### src/rtl/bin_to_bcd_pkg.sv
// Shared types and helpers for the sequential binary-to-BCD converter.
// BIN_TO_BCD_BLANK_EN enables leading-zero blanking on the bcd output.
package bin_to_bcd_pkg;

  typedef enum logic [1:0] {
    S_IDLE,
    S_SHIFT,
    S_DONE
  } state_t;

  localparam logic [3:0] BCD_BLANK = 4'hF;

  // ceil(width * log10(2)), in fixed point to stay integer-only
  function automatic int digits_needed(input int width);
    return (width * 30103 + 99999) / 100000;
  endfunction

endpackage

### src/rtl/bcd_add3.sv
// Double-dabble digit correction: add 3 to any BCD digit of 5 or more.
// Included by bin_to_bcd_seq, which reads BIN_TO_BCD_BLANK_EN.
module bcd_add3 (
  input  logic [3:0] i_d,
  output logic [3:0] o_d
);

  assign o_d = (i_d >= 4'd5) ? i_d + 4'd3 : i_d;

endmodule

### src/rtl/bin_to_bcd_seq.sv
// Sequential double-dabble binary-to-BCD converter, one bit per cycle.
// Define BIN_TO_BCD_BLANK_EN to blank leading zero digits with 4'hF.
module bin_to_bcd_seq
  import bin_to_bcd_pkg::*;
#(
  parameter int WIDTH  = 16,
  parameter int DIGITS = 5
) (
  input  logic                clk,
  input  logic                rst_n,
  input  logic                in_valid,
  output logic                in_ready,
  input  logic [WIDTH-1:0]    bin,
  output logic                out_valid,
  input  logic                out_ready,
  output logic [4*DIGITS-1:0] bcd
);

  localparam int CW = (WIDTH > 1) ? $clog2(WIDTH) : 1;
  localparam int SW = 4 * DIGITS + WIDTH;

  generate
    if (DIGITS < digits_needed(WIDTH)) begin : g_bad_digits
      $error("bin_to_bcd_seq: DIGITS too small for WIDTH");
    end
  endgenerate

  state_t              r_state;
  state_t              w_nstate;
  logic [WIDTH-1:0]    r_bin;
  logic [4*DIGITS-1:0] r_scr;
  logic [CW-1:0]       r_cnt;
  logic [4*DIGITS-1:0] r_bcd;

  logic [4*DIGITS-1:0] w_adj;
  logic [SW-1:0]       w_shift;
  logic [4*DIGITS-1:0] w_nscr;
  logic [WIDTH-1:0]    w_nbin;
  logic [4*DIGITS-1:0] w_load;
  logic                w_last;

  genvar gi;
  generate
    for (gi = 0; gi < DIGITS; gi++) begin : g_dig
      bcd_add3 u_add3 (
        .i_d (r_scr[4*gi +: 4]),
        .o_d (w_adj[4*gi +: 4])
      );
    end
  endgenerate

  assign w_shift = {w_adj, r_bin} << 1;
  assign w_nscr  = w_shift[SW-1 -: 4*DIGITS];
  assign w_nbin  = w_shift[WIDTH-1:0];
  assign w_last  = (r_cnt == CW'(WIDTH - 1));

`ifdef BIN_TO_BCD_BLANK_EN
  logic w_lead;
  always_comb begin
    w_load = w_nscr;
    w_lead = 1'b1;
    for (int i = DIGITS - 1; i > 0; i--) begin
      if (w_lead && (w_nscr[4*i +: 4] == 4'd0))
        w_load[4*i +: 4] = BCD_BLANK;
      else
        w_lead = 1'b0;
    end
  end
`else
  assign w_load = w_nscr;
`endif

  always_ff @(posedge clk or negedge rst_n) begin
    if (!rst_n) r_state <= S_IDLE;
    else        r_state <= w_nstate;
  end

  always_comb begin
    w_nstate = r_state;
    unique case (r_state)
      S_IDLE:  if (in_valid)  w_nstate = S_SHIFT;
      S_SHIFT: if (w_last)    w_nstate = S_DONE;
      S_DONE:  if (out_ready) w_nstate = S_IDLE;
      default:                w_nstate = S_IDLE;
    endcase
  end

  always_ff @(posedge clk or negedge rst_n) begin
    if (!rst_n) begin
      r_bin <= '0;
      r_scr <= '0;
      r_cnt <= '0;
      r_bcd <= '0;
    end else if (r_state == S_IDLE && in_valid) begin
      r_bin <= bin;
      r_scr <= '0;
      r_cnt <= '0;
    end else if (r_state == S_SHIFT) begin
      r_bin <= w_nbin;
      r_scr <= w_nscr;
      r_cnt <= r_cnt + CW'(1);
      // result register only changes on DONE entry
      if (w_last) r_bcd <= w_load;
    end
  end

  assign in_ready  = (r_state == S_IDLE);
  assign out_valid = (r_state == S_DONE);
  assign bcd       = r_bcd;

endmodule

### config.mk
export PLATFORM = sky130hd
export DESIGN_NAME = bin_to_bcd_seq
export DESIGN_NICKNAME = d
export VERILOG_FILES = /design/src/rtl/bin_to_bcd_pkg.sv /design/src/rtl/bcd_add3.sv /design/src/rtl/bin_to_bcd_seq.sv
export SDC_FILE = /design/constraint.sdc
export NUM_CORES = 1
export LEC_CHECK = 0
export ABC_AREA = 1
export BUFFER_PORTS_ARGS = -buffer_cell sky130_fd_sc_hd__clkbuf_2
export CORE_MARGIN = 3
export CORE_UTILIZATION = 57
export DETAILED_ROUTE_END_ITERATION = 10
export PLACE_DENSITY = 0.75
export REMOVE_ABC_BUFFERS = 1
export SYNTH_ARGS = -nofsm -noshare
export SYNTH_HDL_FRONTEND = slang
export SYNTH_HIERARCHICAL = 1
export SYNTH_SLANG_ARGS = --single-unit
### constraint.sdc
create_clock -name clk -period 1.7 [get_ports clk]
set_input_delay 0.34 -clock clk [delete_from_list [all_inputs] [get_ports clk]]
set_output_delay 0.34 -clock clk [all_outputs]
set_load 0.02 [all_outputs]
# [Yosys cells after proc, flatten, opt, wreduce, memory -nomap -nowiden]
# Cells that the tools add are included.
[word_totals] in_bits=20 memories=0 latchBits=0 out_inout_bits=22 mem_bits_rw=0 register_bits=62 rom_bits=0
[op_classes] bitwise=1 reduce_logical=5 shifts=0 muxes=15 div=0 magnitude_cmp=5 n_addsub=6 eq_ne=6 multipliers=0
[op_table] cell="$mux W20" n=2
[op_table] cell="$mux W16" n=2
[op_table] cell="$mux W4" n=6
[op_table] cell="$ge A4 B3 Y1 const B" n=5
[op_table] cell="$add A4 B2 Y4 const B" n=4
[op_table] cell="$mux W2" n=3
[op_table] cell="$pmux W2 S3" n=1
[op_table] cell="$reduce_and A3 Y1" n=2
[op_table] cell="$add A4 B1 Y4 const B" n=1
[op_table] cell="$eq A4 B4 Y1 const B" n=1
[op_table] cell="$ne A2 B2 Y1 const B" n=2
[op_table] cell="$add A3 B2 Y3 const B" n=1
[op_table] cell="$mux W3" n=1
[op_table] cell="$eq A2 B1 Y1 const B" n=1
[op_table] cell="$eq A2 B2 Y1 const B" n=1
[op_table] cell="$logic_not A2 Y1" n=1
[op_table] cell="$ne A2 B1 Y1 const B" n=1
[op_table] cell="$reduce_bool A2 Y1" n=1
[op_table] cell="$logic_and A1 B1 Y1" n=1
[op_table] cell="$not A1 Y1" n=1

# [Depth between registers and ports, before layout]
[depth] word_depth=4 depth_mapped=9

# [Cells and area by module]
# Netlist, hierarchy kept.
[modules_own_cells] mod="bin_to_bcd_seq" seq_area_each_um2=1551.5 n_inst=1 cells_each=295 area_each_um2=2533.7
[modules_own_cells] mod="bcd_add3" seq_area_each_um2=0.0 n_inst=5 cells_each=23 area_each_um2=135.1

# [Least setup slack after synthesis]
# OpenSTA, ideal clock, no wires.
[synth_timing] path_kind="reg2reg" start="register r_scr[8]" end="register r_bcd[10], in the netlist bcd[10]" arrival_ns=1.086 setup_ns=0.123 path_buffers=0 path_slack_ns=0.491 stages_incl_launch_ff=9 t_required_ns=1.577 cell_sequence="dfrtp_1 > inv_1 > ha_1 > nor2_4 > nor2_4 > nand2_1 > o21ai_2 > nand2_1 > nand2_1"
[synth_via] elab_chain_cells=2
[synth_lines] item="from (decl)" line_no="bin_to_bcd_seq.sv:31" rtl="logic [4*DIGITS-1:0] r_scr;"
[synth_lines] item="from (signal assigned)" line_no="bin_to_bcd_seq.sv:100" rtl="r_scr <= w_nscr;"
[synth_lines] item="$add A4 B2 Y4 / $ge A4 B3 Y1 (equally long branches)" line_no="bcd_add3.sv:8" rtl="assign o_d = (i_d >= 4'd5) ? i_d + 4'd3 : i_d;"
[synth_lines] item="$mux W4 *" line_no="bcd_add3.sv:8"
[synth_lines] item="named net w_adj[9]" line_no="bin_to_bcd_seq.sv:35" rtl="logic [4*DIGITS-1:0] w_adj;"
[synth_lines] item="to (signal assigned)" line_no="bin_to_bcd_seq.sv:103" rtl="if (w_last) r_bcd <= w_load;"
[synth_lines] item="to (decl)" line_no="bin_to_bcd_seq.sv:33" rtl="logic [4*DIGITS-1:0] r_bcd;"
# Mark *: on every way through the listed nets, which the timed path passes. The rest lies on a longest branch.
# A chain may end at the register's enable or synchronous reset.

# [Worst setup path in the final report]
[layout_timing] start="register r_state[0]" end="output in_ready"
[layout_via] elab_chain_cells=1
[layout_lines] item="from (decl)" line_no="bin_to_bcd_seq.sv:28" rtl="state_t r_state;"
[layout_lines] item="from (signal assigned)" line_no="bin_to_bcd_seq.sv:75" rtl="else r_state <= w_nstate;"
[layout_lines] item="$logic_not A2 Y1" line_no="bin_to_bcd_seq.sv:107" rtl="assign in_ready = (r_state == S_IDLE);"
[layout_lines] item="to (decl)" line_no="bin_to_bcd_seq.sv:12" rtl="output logic in_ready,"
# No other way between the ends.

==> summary.md <==
| Metric | Value |
|---|---|
| Outcome | `completed` |
| Synth Cell Area | `3180 µm²` |
| Final Power | `6.87 mW` |
| WL final | `6320 µm` |
| Worst relative slew slack | `78.3%` |
| GRT Util Overall | `21.8%` |
| Worst hold path type | `primary input to asynchronous set/reset pin` |
| Post-Layout Cell Count | `525` |
| Die H | `80.7 µm` |
| Fin. max-slew vios | `0` |
| Final hold slack | `0.00734 ns` |
| Pre-antenna DRT Iters | `4` |
| Maximum VDD drop | `0.951 mV` |
| Fmax | `672 MHz` |
| Combinational power share | `46.6%` |
| Internal | `3.82 mW` |
| CTS buffer count | `9` |
| Layout area overhead | `14.7%` |
| Setup TNS | `0 ns` |
| Period utilization | `87.6%` |
| Syn_area_per_cell | `7.86 µm²` |
| Clk_skew | `0.00518 ns` |
| Die width | `80.7 µm` |
| Placed Cells | `510` |
| Startpoint Class | `flop` |
| Io pins | `42` |
| Max Cap Viol | `0` |
| Setup slack after placement | `0.311 ns` |
| Clock Tree Root | `clkbuf_8` |
| Register area | `1550 µm²` |
| Hold-fix buffer count after cts | `0` |
| Yosys warns | `6` |
| Placed Area | `3480 µm²` |
| Worst Slack Setup Final | `0.211 ns` |
| Critical Path RT | `1.36 ns` |
| Area of the multi-input gates | `1440 µm²` |
| Min Tclk post-route | `1.49 ns` |
| ANT nets after route | `0` |
| DIE AREA | `6520 µm²` |
| NetSw | `3.05 mW` |
| ANT cells | `0` |
| Static Leak | `1.99 nW` |
| RSZ-0062 raised after global routing | `no` |
| Crit path capture type | `output port` |
| Remaining routing DRC violations | `0` |
| Nets | `482` |
| Port buffer count | `41` |
| Final setup viols | `0` |
| # H-tree levels | `3` |
| Detailed router's first-iteration violation count | `142` |
| Routability cong. | `0.839` |
| CP Class | `flop to output port` |
| Worst-skew pair later-pin latency | `0.33 ns` |
| Clk sinks | `62` |
| Worst-path fanout max | `4` |
| Final core utilization | `69.7%` |
| Vias per inst | `5.02` |
| Core outline area | `5240 µm²` |
| CTS tree | `built` |
| Most frequent cells in the layout | `nand2_1, dfrtp_1, clkbuf_2` |
| Core Rows | `26` |
| Flop pwr share | `37.1%` |
| Initial antenna violation count | `0` |
| Final non-filler cell area | `3650 µm²` |
| Initial Utilization | `60.8%` |
| Clock share of power | `16.4%` |
| Final hold violation count | `0` |
| CTS resizes | `0` |
| Routed vias | `2635` |
| Overflow left after global routing | `0` |
| Sw Ratio | `44.4%` |
| Layout cells sized above 1 | `21.5%` |
| Cell area power density | `1880 nW/µm²` |
| FILL cells | `457` |
| Worst slew pin tran | `0.325 ns` |
| CP arrival | `1.15 ns` |
| Setup bufs post-CTS | `0` |
| Pin count of the biggest net entering global routing | `63` |
| Detail Placement HPWL | `4400 µm` |
| Clock Pin Slew Worst Setup and Hold Paths | `0.06 ns` |
| Number of global-route vias before repair | `2479` |
| Post-DR wirelength/cell | `12.0 µm` |
| Global-route wire length before repair | `11000 µm` |
| Mapped Cells | `405` |
| Commonest non-fill, non-tap cell in the layout | `nand2_1` |
| Clk buf depth | `2` |
final timing paths:
path                             from    endpoint  slack (ns)  cells past startpoint
hold / removal                  rst_n     bcd[11]       0.007                      2
setup / recovery           r_state[0]    in_ready        0.21                      2
max in group asynchronous       rst_n      bcd[3]        1.42                      2
hold reg to reg             r_scr[19]   r_scr[19]        0.47                      2
min in group clk            out_ready  r_state[1]        0.21                      2
setup reg to reg             r_scr[4]      bcd[5]        0.31                      8
metal layers:
metal | up-vias | global-route usage (%) | part of all wire (%)
met2 | 52 | 35.1 | 48
li1 | 1351 | - | -
met1 | 1223 | 29.7 | 47
met5 | - | 0 | 0
met4 | 0 | 9.12 | 1.5
met3 | 9 | 2.99 | 3.5
critical path: stages, from the launching register on:
cell      delay [ns]
dfrtp_1         0.42
nor2_2          0.20
clkbuf_2        0.20
power groups by stage:
stage	sequential, mW	clock [mW]	combinational (mW)
2_1_floorplan	2.69	0	2.16
3_3_place_gp	2.55	0	3.12
3_5_place_dp	2.56	0	3.21
4_1_cts	2.55	1.15	3.23
5_1_grt	2.64	1.22	3.65
6_report	2.55	1.12	3.20
area by class of cell:
| class | instances | share of cell area (%) |
|---|---|---|
| clock buffer | 14 | 4.46 |
| clock inverter | 1 | 0.137 |
| inverter | 27 | 2.78 |
| multi-input combinational | 301 | 39.6 |
| sequential | 62 | 42.5 |
| tap | 70 | 2.40 |
| timing repair buffer | 50 | 8.16 |
state kept, by name, indices dropped and copies added (netlist names):
signal,flops
r_cnt,4
bcd,20
r_scr,20
r_bin,16
r_state,2
No activity file was read; power rests on OpenSTA's default activity.
